### src/rtl/mem_arbiter.sv
// rtl/mem_arbiter.sv - multi-client memory arbiter and word-to-beat bus width adapter
// Purpose: grants one 32-bit client access at a time (fixed priority or
//   round-robin), splits it into 4/BUS_BYTES little-endian beats on the
//   external port, and returns the assembled read word with a done pulse.
// Ports:
//   i_clk, i_rst               clock, asynchronous active-low reset
//   i_req_valid/we/addr/sel/   per-client request bundle, flattened by port
//   i_req_wdata
//   o_req_done, o_rdata        one-cycle completion pulse, assembled read word
//   o_stallreq                 combinational stall: valid and not done
//   o_ext_ce/we/addr/mask/     registered external beat request
//   o_ext_wdata
//   i_ext_rdata, i_ext_ready   read beat data, beat completion
module mem_arbiter #(
  parameter int N_PORTS   = 2,
  parameter int ADDR_W    = 32,
  parameter int BUS_BYTES = 1,
  parameter int PRIO_MODE = 0
) (
  input  logic                      i_clk,
  input  logic                      i_rst,
  input  logic [N_PORTS-1:0]        i_req_valid,
  input  logic [N_PORTS-1:0]        i_req_we,
  input  logic [N_PORTS*ADDR_W-1:0] i_req_addr,
  input  logic [N_PORTS*4-1:0]      i_req_sel,
  input  logic [N_PORTS*32-1:0]     i_req_wdata,
  output logic [N_PORTS-1:0]        o_req_done,
  output logic [31:0]               o_rdata,
  output logic [N_PORTS-1:0]        o_stallreq,
  output logic                      o_ext_ce,
  output logic                      o_ext_we,
  output logic [ADDR_W-1:0]         o_ext_addr,
  output logic [BUS_BYTES-1:0]      o_ext_mask,
  output logic [8*BUS_BYTES-1:0]    o_ext_wdata,
  input  logic [8*BUS_BYTES-1:0]    i_ext_rdata,
  input  logic                      i_ext_ready
);
  localparam int NBEATS = 4 / BUS_BYTES;
  localparam int LW     = 8 * BUS_BYTES;
  localparam int BW     = (NBEATS > 1) ? $clog2(NBEATS) : 1;
  localparam int PW     = (N_PORTS > 1) ? $clog2(N_PORTS) : 1;

  generate
    if (BUS_BYTES != 1 && BUS_BYTES != 2 && BUS_BYTES != 4) begin : g_bad_bus_bytes
      $error("mem_arbiter: BUS_BYTES must be 1, 2 or 4");
    end
  endgenerate

  typedef enum logic [1:0] {S_IDLE, S_BUSY, S_DONE} state_t;

  state_t            r_state, w_state_nxt;
  logic [PW-1:0]     r_win, r_last;
  logic              r_we;
  logic [ADDR_W-1:0] r_base;
  logic [3:0]        r_sel;
  logic [31:0]       r_wdata;
  logic [BW-1:0]     r_beat;
  logic [31:0]       r_rbuf;

  logic [PW-1:0]     w_pick, w_idx;
  logic              w_found;
  logic [ADDR_W-1:0] w_paddr, w_pbase;
  logic              w_pwe;
  logic [3:0]        w_psel;
  logic [31:0]       w_pwdata;
  logic              w_last;
  logic [BW-1:0]     w_nbeat;
  logic [31:0]       w_rbuf_nxt;

  // Scan order starts just after the last grant in round-robin mode, at port 0
  // in fixed mode; the first requester in scan order wins.
  always_comb begin
    w_pick  = '0;
    w_idx   = '0;
    w_found = 1'b0;
    for (int k = 1; k <= N_PORTS; k++) begin
      if (PRIO_MODE != 0) w_idx = PW'((int'(r_last) + k) % N_PORTS);
      else                w_idx = PW'(k - 1);
      if (!w_found && i_req_valid[w_idx]) begin
        w_pick  = w_idx;
        w_found = 1'b1;
      end
    end
  end

  assign w_paddr  = i_req_addr[w_pick*ADDR_W +: ADDR_W];
  assign w_pbase  = w_paddr & ~ADDR_W'(3);
  assign w_pwe    = i_req_we[w_pick];
  assign w_psel   = i_req_sel[w_pick*4 +: 4];
  assign w_pwdata = i_req_wdata[w_pick*32 +: 32];

  assign w_last  = (r_beat == BW'(NBEATS - 1));
  assign w_nbeat = r_beat + 1'b1;

  // Read buffer including the beat completing this cycle, so the final beat
  // lands in o_rdata on the same edge that raises req_done.
  always_comb begin
    w_rbuf_nxt = r_rbuf;
    w_rbuf_nxt[r_beat*LW +: LW] = i_ext_rdata;
  end

  assign o_stallreq = i_req_valid & ~o_req_done;

  always_ff @(posedge i_clk or negedge i_rst) begin
    if (!i_rst) r_state <= S_IDLE;
    else        r_state <= w_state_nxt;
  end

  always_comb begin
    w_state_nxt = r_state;
    case (r_state)
      S_IDLE:  if (w_found) w_state_nxt = S_BUSY;
      S_BUSY:  if (i_ext_ready && w_last) w_state_nxt = S_DONE;
      S_DONE:  w_state_nxt = S_IDLE;
      default: w_state_nxt = S_IDLE;
    endcase
  end

  always_ff @(posedge i_clk or negedge i_rst) begin
    if (!i_rst) begin
      r_win       <= '0;
      r_last      <= PW'(N_PORTS - 1);
      r_we        <= 1'b0;
      r_base      <= '0;
      r_sel       <= '0;
      r_wdata     <= '0;
      r_beat      <= '0;
      r_rbuf      <= '0;
      o_req_done  <= '0;
      o_rdata     <= '0;
      o_ext_ce    <= 1'b0;
      o_ext_we    <= 1'b0;
      o_ext_addr  <= '0;
      o_ext_mask  <= '0;
      o_ext_wdata <= '0;
    end else begin
      o_req_done <= '0;
      case (r_state)
        S_IDLE: begin
          if (w_found) begin
            r_win       <= w_pick;
            r_last      <= w_pick;
            r_we        <= w_pwe;
            r_base      <= w_pbase;
            r_sel       <= w_psel;
            r_wdata     <= w_pwdata;
            r_beat      <= '0;
            o_ext_ce    <= 1'b1;
            o_ext_we    <= w_pwe;
            o_ext_addr  <= w_pbase;
            o_ext_mask  <= w_pwe ? w_psel[BUS_BYTES-1:0] : '0;
            o_ext_wdata <= w_pwdata[LW-1:0];
          end
        end
        S_BUSY: begin
          if (i_ext_ready) begin
            r_rbuf <= w_rbuf_nxt;
            if (w_last) begin
              o_ext_ce          <= 1'b0;
              o_req_done[r_win] <= 1'b1;
              if (!r_we) o_rdata <= w_rbuf_nxt;
            end else begin
              r_beat      <= w_nbeat;
              o_ext_addr  <= r_base + ADDR_W'(int'(w_nbeat) * BUS_BYTES);
              o_ext_mask  <= r_we ? r_sel[w_nbeat*BUS_BYTES +: BUS_BYTES] : '0;
              o_ext_wdata <= r_wdata[w_nbeat*LW +: LW];
            end
          end
        end
        default: ;
      endcase
    end
  end
endmodule

### config.mk
export PLATFORM = sky130hd
export DESIGN_NAME = mem_arbiter
export DESIGN_NICKNAME = d
export VERILOG_FILES = /design/src/rtl/mem_arbiter.sv
export SDC_FILE = /design/constraint.sdc
export NUM_CORES = 1
export LEC_CHECK = 0
export ABC_AREA = 1
export BUFFER_PORTS_ARGS = -buffer_cell sky130_fd_sc_hd__buf_2
export CAP_MARGIN = 30
export CELL_PAD_IN_SITES_DETAIL_PLACEMENT = 1
export CELL_PAD_IN_SITES_GLOBAL_PLACEMENT = 1
export CORE_MARGIN = 1.5
export CORE_UTILIZATION = 38
export CTS_BUF_LIST = sky130_fd_sc_hd__clkbuf_4 sky130_fd_sc_hd__clkbuf_8 sky130_fd_sc_hd__clkbuf_16
export DETAILED_ROUTE_END_ITERATION = 16
export PLACE_DENSITY_LB_ADDON = 0.1
export SLEW_MARGIN = 25
export SYNTH_ARGS = -nofsm -noshare
export SYNTH_HDL_FRONTEND = slang
export SYNTH_SLANG_ARGS = --single-unit
### constraint.sdc
create_clock -name i_clk -period 2.55 [get_ports i_clk]
set_input_delay 0.51 -clock i_clk [delete_from_list [all_inputs] [get_ports i_clk]]
set_output_delay 0.51 -clock i_clk [all_outputs]
set_load 0.005 [all_outputs]
==> results.json, run 1 <==
{
  "outcome": "finished, final reports clean",
  "hold_buffers": 0,
  "gp_congestion": 0.7791,
  "ant_nets": 0,
  "critPathRequiredTime_ps": 2890,
  "cp-start-kind": "flop",
  "fmaxAchievable_mhz": 450.0,
  "fin_nets": 1515,
  "cp_cell_sequence": "inv_1 > ha_1 > inv_1 > nor2_1 > nand2_1 > o22ai_1 > nand2_1 > o21ai_0",
  "overflow": 0,
  "drtIter0Drc": 361,
  "min-delay-path-class": "input pin to async pin",
  "worstSetupPathType": "flop to flop",
  "finalCritPeriodShare_pct": 87.15,
  "regArea_mm2": 0.004454,
  "root_buffer": "clkbuf_16",
  "hpwl_um": 18420,
  "grt_pass1_vias": 8270,
  "die_area_mm2": 0.02379,
  "yosysSeqAreaShare_pct": 51.25,
  "synth_common_cells": "nand2_1, dfrtp_1, inv_1",
  "crit_path_end_kind": "flop",
  "multi_input_area_mm2": 0.003533,
  "worst_pin_slew_ps": 610.8,
  "drt-vias-per-instance": 4.937,
  "cts.sinks": 178,
  "synthFlopType": "dfrtp_1",
  "antenna_cells": 0,
  "p_sw_share_pct": 41.21,
  "finClkSkew_ps": 16.46,
  "p_switching_mw": 5.054,
  "via_count": 8176,
  "pwr-share-seq_pct": 36.9,
  "clkPwrFrac_pct": 21.2,
  "num_rows": 55,
  "finalHoldViolations": 0,
  "maxSlewViolCount": 0,
  "grt.total_usage_pct": 22.99,
  "netlist_area_mm2": 0.008691,
  "syn-num-nets": 1315,
  "cp_slowest_cell": "ha_1",
  "critical_path.max_fanout": 11,
  "coreArea_mm2": 0.02257,
  "worstPathArrival_ps": 2560,
  "wire_per_inst_um": 16.09,
  "final-setup-viol-count": 0,
  "finalCriticalPeriod_ps": 2222,
  "cts_inserted_buffers": 17,
  "place_area_mm2": 0.01012,
  "tritoncts": "yes",
  "rsz0062_at_grt": "false",
  "synthCells": 1158,
  "clkLatencyLatePin_ps": 440,
  "clk_pin_slew_worst_paths_ps": 80,
  "total_leakage_power_nw": 5.850,
  "area_growth_pct": 23.09,
  "synth-edff-count": 0,
  "combinationalPowerShare_pct": 41.9,
  "ff2ff_path_depth": 8,
  "ys_warn_count": 0,
  "grt_pass1_wl_um": 43090,
  "yosys-top-cells-area": "dfrtp_1, nand2_1, o22ai_1",
  "port-buffer-count": 225,
  "grt_antenna_before_repair": 0,
  "initial_core_util_pct": 38.50,
  "maxSlewHeadroom_pct": 59.28,
  "clk_path_buf_depth": 2,
  "fin_area_mm2": 0.01070,
  "r2r_slack_ps": 330,
  "syn_avg_cell_area_um2": 7.505,
  "cap_viol_max_count": 0,
  "synth_top_area_share_pct": 51.25,
  "die_x_um": 154.2,
  "ir_drop_v": 0.0004787,
  "drive_gt1_share_pct": 21.66,
  "layout_setup_ws_ps": 327.6,
  "htreeDepth": 4,
  "synth.distinct_cells": 23,
  "intPower_mw": 7.210,
  "reg2reg_to": "r_rbuf[23]",
  "yosys.area.top_type": "dfrtp_1",
  "wl_um": 26650,
  "post_cts_buffers": 0,
  "die_height_um": 154.2,
  "ys_ff_latch": 178,
  "powerDensity_mw_per_mm2": 1146,
  "drt_pre_antenna_iters": 4,
  "cpPeakStageDelay_ps": 560,
  "boundaryPins": 230,
  "async_reset_ff_share_pct": 100.0,
  "fillers": 2881,
  "drc": 0,
  "cts_resized": 0,
  "grt_max_degree": 71,
  "dp_slack_ps": 390.9,
  "hold-worst-slack_ps": 86.27,
  "synth_most_common_cell": "nand2_1",
  "crit_buf_inv": 2,
  "path_delay_family": "adder cells",
  "finalSetupTns_ps": 0,
  "worstReg2RegStart": "o_ext_addr[1]"
}
-- cells in the final DEF (no fill, tap or decap), types with 2 or more instances in the layout --
| cell type | count |
|---|---|
| nand2_2 | 4 |
| o21ai_0 | 71 |
| clkbuf_16 | 17 |
| nand2_1 | 517 |
| o22ai_1 | 59 |
| inv_2 | 4 |
| nor2_4 | 3 |
| dfrtp_1 | 178 |
| inv_6 | 2 |
| buf_4 | 21 |
| buf_2 | 224 |
| o211ai_1 | 8 |
| nor2_1 | 65 |
| buf_12 | 5 |
| clkinv_4 | 4 |
| a31oi_1 | 29 |
| o21ai_1 | 3 |
| ha_1 | 6 |
| nand3_1 | 39 |
| inv_1 | 97 |
| inv_8 | 7 |
| clkbuf_8 | 2 |
-- stage by stage --
step	power [mW]	utilization, %	instances
floorplan	7.867	-	1158
global placement	9.573	44.84	1624
detailed placement	9.765	44.84	1624
CTS	12.41	47.39	1656
global route	13.29	47.39	1656
finish	12.26	47.39	1656
-- metal layers --
layer	vias to the layer above	GRT usage (%)	routed length (µm)
met5	-	0	0
met4	0	5.640	380
met3	21	4.399	1204
met2	180	38.72	12720
met1	3927	30.59	12350
li1	4048	-	-
-- cell families after synthesis --
group,Yosys count,share of synthesized area (%)
simple gates,630,28.07
buf+inv,172,8.235
compound gates,172,11.57
fa+ha+maj,6,0.8638
flops,178,51.25
-- power groups by stage --
| stage | clock network (mW) | registers (mW) | logic, mW |
|---|---|---|---|
| after floorplan | 0 | 4.53 | 3.34 |
| after global placement | 0 | 4.54 | 5.04 |
| after detailed placement | 0 | 4.58 | 5.19 |
| after CTS | 2.66 | 4.53 | 5.22 |
| after global routing | 2.77 | 4.66 | 5.86 |
| final | 2.60 | 4.53 | 5.13 |
-- worst max-delay path by stage --
stage	slack, ps	end	cells after the start	startpoint
floorplan	450	r_rbuf[24]	10	o_ext_addr[0]
detailed placement	390	o_rdata[12]	8	o_ext_addr[1]
finish	330	r_rbuf[23]	8	o_ext_addr[1]
global placement	450	o_rdata[2]	7	o_ext_addr[1]
global route	180	o_rdata[12]	8	o_ext_addr[1]
CTS	340	o_rdata[12]	8	o_ext_addr[1]
-- worst register-to-register path: stages (launching register included) --
cell and delay, ps:
dfrtp_1 410, inv_1 110, ha_1 560, inv_1 170, nor2_1 190, nand2_1 260, o22ai_1 260, nand2_1 80
o21ai_0 90
-- final cells by class --
class                   instances  share of cell area [%]
clock buffers                  18                   4.105
multi-input cells             808                   33.03
flip-flops and latches        178                   41.64
inverters                     102                   3.602
well taps                     285                   3.333
repair buffers                251                   13.02
clock inverters                14                   1.275
-- state kept, by name (all words and copies together), names as in the netlist, 4 cells and up --
signal	count
o_ext_addr	32
o_rdata	32
r_rbuf	32
r_wdata	32
r_base	30
o_ext_wdata	8
r_sel	4
No activity file was read; power rests on OpenSTA's default activity.
==> run 2, diff against run 1 <==
--- a/config.mk
+++ b/config.mk
@@ -10,11 +10,13 @@
 export CAP_MARGIN = 30
 export CELL_PAD_IN_SITES_DETAIL_PLACEMENT = 1
 export CELL_PAD_IN_SITES_GLOBAL_PLACEMENT = 1
+export CORE_ASPECT_RATIO = 1.25
 export CORE_MARGIN = 1.5
 export CORE_UTILIZATION = 38
 export CTS_BUF_LIST = sky130_fd_sc_hd__clkbuf_4 sky130_fd_sc_hd__clkbuf_8 sky130_fd_sc_hd__clkbuf_16
 export DETAILED_ROUTE_END_ITERATION = 16
 export PLACE_DENSITY_LB_ADDON = 0.1
+export RECOVER_POWER = 100
 export SLEW_MARGIN = 25
 export SYNTH_ARGS = -nofsm -noshare
 export SYNTH_HDL_FRONTEND = slang
==> run 2 against run 1 <==
Compared with the run above:
- the flow now finishes with violations (max-capacitance violations, max-slew violations)
- first-iteration DRC count is 5.3% higher
- clock skew up 2.1 ps
- setup slack improved by 72 ps
- non-clock buffer count up 2
- register-to-register slack better by 70 ps
- final area down 0.96%
- critical path type unchanged
==> results.json, run 2 (same netlist as run 1, synthesis figures left out) <==
{
  "boundaryPins": 230,
  "finalHoldViolations": 0,
  "fillers": 2900,
  "cp-start-kind": "flop",
  "total_leakage_power_nw": 5.629,
  "critical_path.max_fanout": 11,
  "m1WireLength_um": 11800,
  "grt_pass1_wl_um": 44860,
  "tritoncts": "yes",
  "grt_max_degree": 89,
  "die_height_um": 172.1,
  "drtIter0Drc": 380,
  "drc": 0,
  "finClkSkew_ps": 18.58,
  "die_area_mm2": 0.02379,
  "dp_slack_ps": 526.8,
  "highest_layer": "met5",
  "htreeDepth": 4,
  "clk_pin_slew_worst_paths_ps": 70,
  "met3_length_um": 1270,
  "worstSetupPathType": "flop to flop",
  "initial_core_util_pct": 38.86,
  "num_rows": 61,
  "hpwl_um": 19290,
  "layout_setup_ws_ps": 399.3,
  "hold_buffers": 0,
  "cts_inserted_buffers": 17,
  "via_count": 8154,
  "grt_antenna_before_repair": 3,
  "worstPathArrival_ps": 2490,
  "coreArea_mm2": 0.02236,
  "final-setup-viol-count": 0,
  "critPathRequiredTime_ps": 2890,
  "clkLatencyLatePin_ps": 440,
  "total_power_mw": 12.30,
  "post_cts_buffers": 0,
  "routed-wl-met2_um": 14230,
  "drive_gt1_share_pct": 16.90,
  "worst_pin_slew_ps": 1522,
  "place_area_mm2": 0.01011,
  "holdPathStages": 3,
  "finalCritPeriodShare_pct": 84.34,
  "finalCriticalPeriod_ps": 2151,
  "grt_pass1_vias": 8655,
  "path_depth": 6,
  "maxSlewHeadroom_pct": -1.495,
  "gp_congestion": 0.7942,
  "dp.cells": 1624,
  "die_x_um": 138.3,
  "cp_cell_sequence": "clkbuf_1 > ha_1 > nand2_1 > o22ai_1 > nand2_1 > o21ai_0",
  "crit_path_end_kind": "flop",
  "fin_area_mm2": 0.01060,
  "cp_slowest_cell": "clkbuf_1",
  "wire_per_inst_um": 16.71,
  "fin_nets": 1517,
  "crit_buf_inv": 1,
  "powerDensity_mw_per_mm2": 1161,
  "ff2ff_path_depth": 6,
  "grt.total_usage_pct": 23.92,
  "drt_pre_antenna_iters": 5,
  "fmaxAchievable_mhz": 465.0,
  "cts_resized": 0,
  "final_cell_mix": "nand2_1, dfrtp_1, buf_2",
  "drt-vias-per-instance": 4.918,
  "rsz0062_at_grt": "false",
  "maxSlewViolCount": 55,
  "violations": "max-capacitance violations, max-slew violations",
  "ant_nets": 0,
  "final_util_pct": 47.38,
  "clk_path_buf_depth": 2,
  "root_buffer": "clkbuf_16",
  "outcome": "finished, violations left",
  "cts.sinks": 178,
  "cpPeakStageDelay_ps": 460,
  "wl_um": 27710,
  "path_delay_family": "buffers and inverters",
  "area_growth_pct": 21.91,
  "port-buffer-count": 225,
  "finalSetupTns_ps": 0,
  "cpMostUsedCell": "nand2_1",
  "overflow": 0,
  "cap_viol_max_count": 1,
  "final_cells": 1658,
  "final_common_cell": "nand2_1",
  "min-delay-path-class": "input pin to flop",
  "ir_drop_v": 0.0007044,
  "hold-worst-slack_ps": 330.6
}
-- run 2: where the power goes --
group / internal (mW) / switching [mW] / leakage (nW) / total, mW
sequential: 4.01 / 0.536 / 2.24 / 4.54
combinational: 1.77 / 3.29 / 3.10 / 5.06
clock: 1.44 / 1.26 / 0.286 / 2.70
-- run 2: cell type report --
cell class | count | area [µm²] | area share, %
clock buffer | 19 | 452.9 | 4.275
tap | 283 | 354.1 | 3.342
timing repair buffer | 253 | 1290 | 12.18
multi-input combinational | 808 | 3517 | 33.20
inverter | 102 | 384.1 | 3.625
sequential | 178 | 4454 | 42.04
antenna | 2 | 5.005 | 0.04724
clock inverter | 13 | 137.6 | 1.299
-- run 2: final timing paths --
kind / to / start / slack (ps)
max in group asynchronous: o_ext_addr[23] / i_rst / 730
max reg2reg: r_rbuf[13] / o_ext_addr[0] / 400
min in group asynchronous: r_wdata[13] / i_rst / 430
min: r_wdata[26] / i_req_wdata[58] / 330
min reg2reg: o_ext_addr[26] / o_ext_addr[26] / 470
max: r_rbuf[13] / o_ext_addr[0] / 400
-- run 2: layer usage --
| layer | up-vias | global-route usage, % |
|---|---|---|
| li1 | 4055 | - |
| met1 | 3907 | 28.88 |
| met2 | 170 | 43.48 |
| met3 | 20 | 4.708 |
| met4 | 2 | 6.682 |
| met5 | - | 0 |
-- run 2: worst reg2reg max path: stages (launching register included) --
cell      delay, ps
dfrtp_1         390
clkbuf_1        460
ha_1            450
nand2_1         260
o22ai_1         330
nand2_1          80
o21ai_0         100
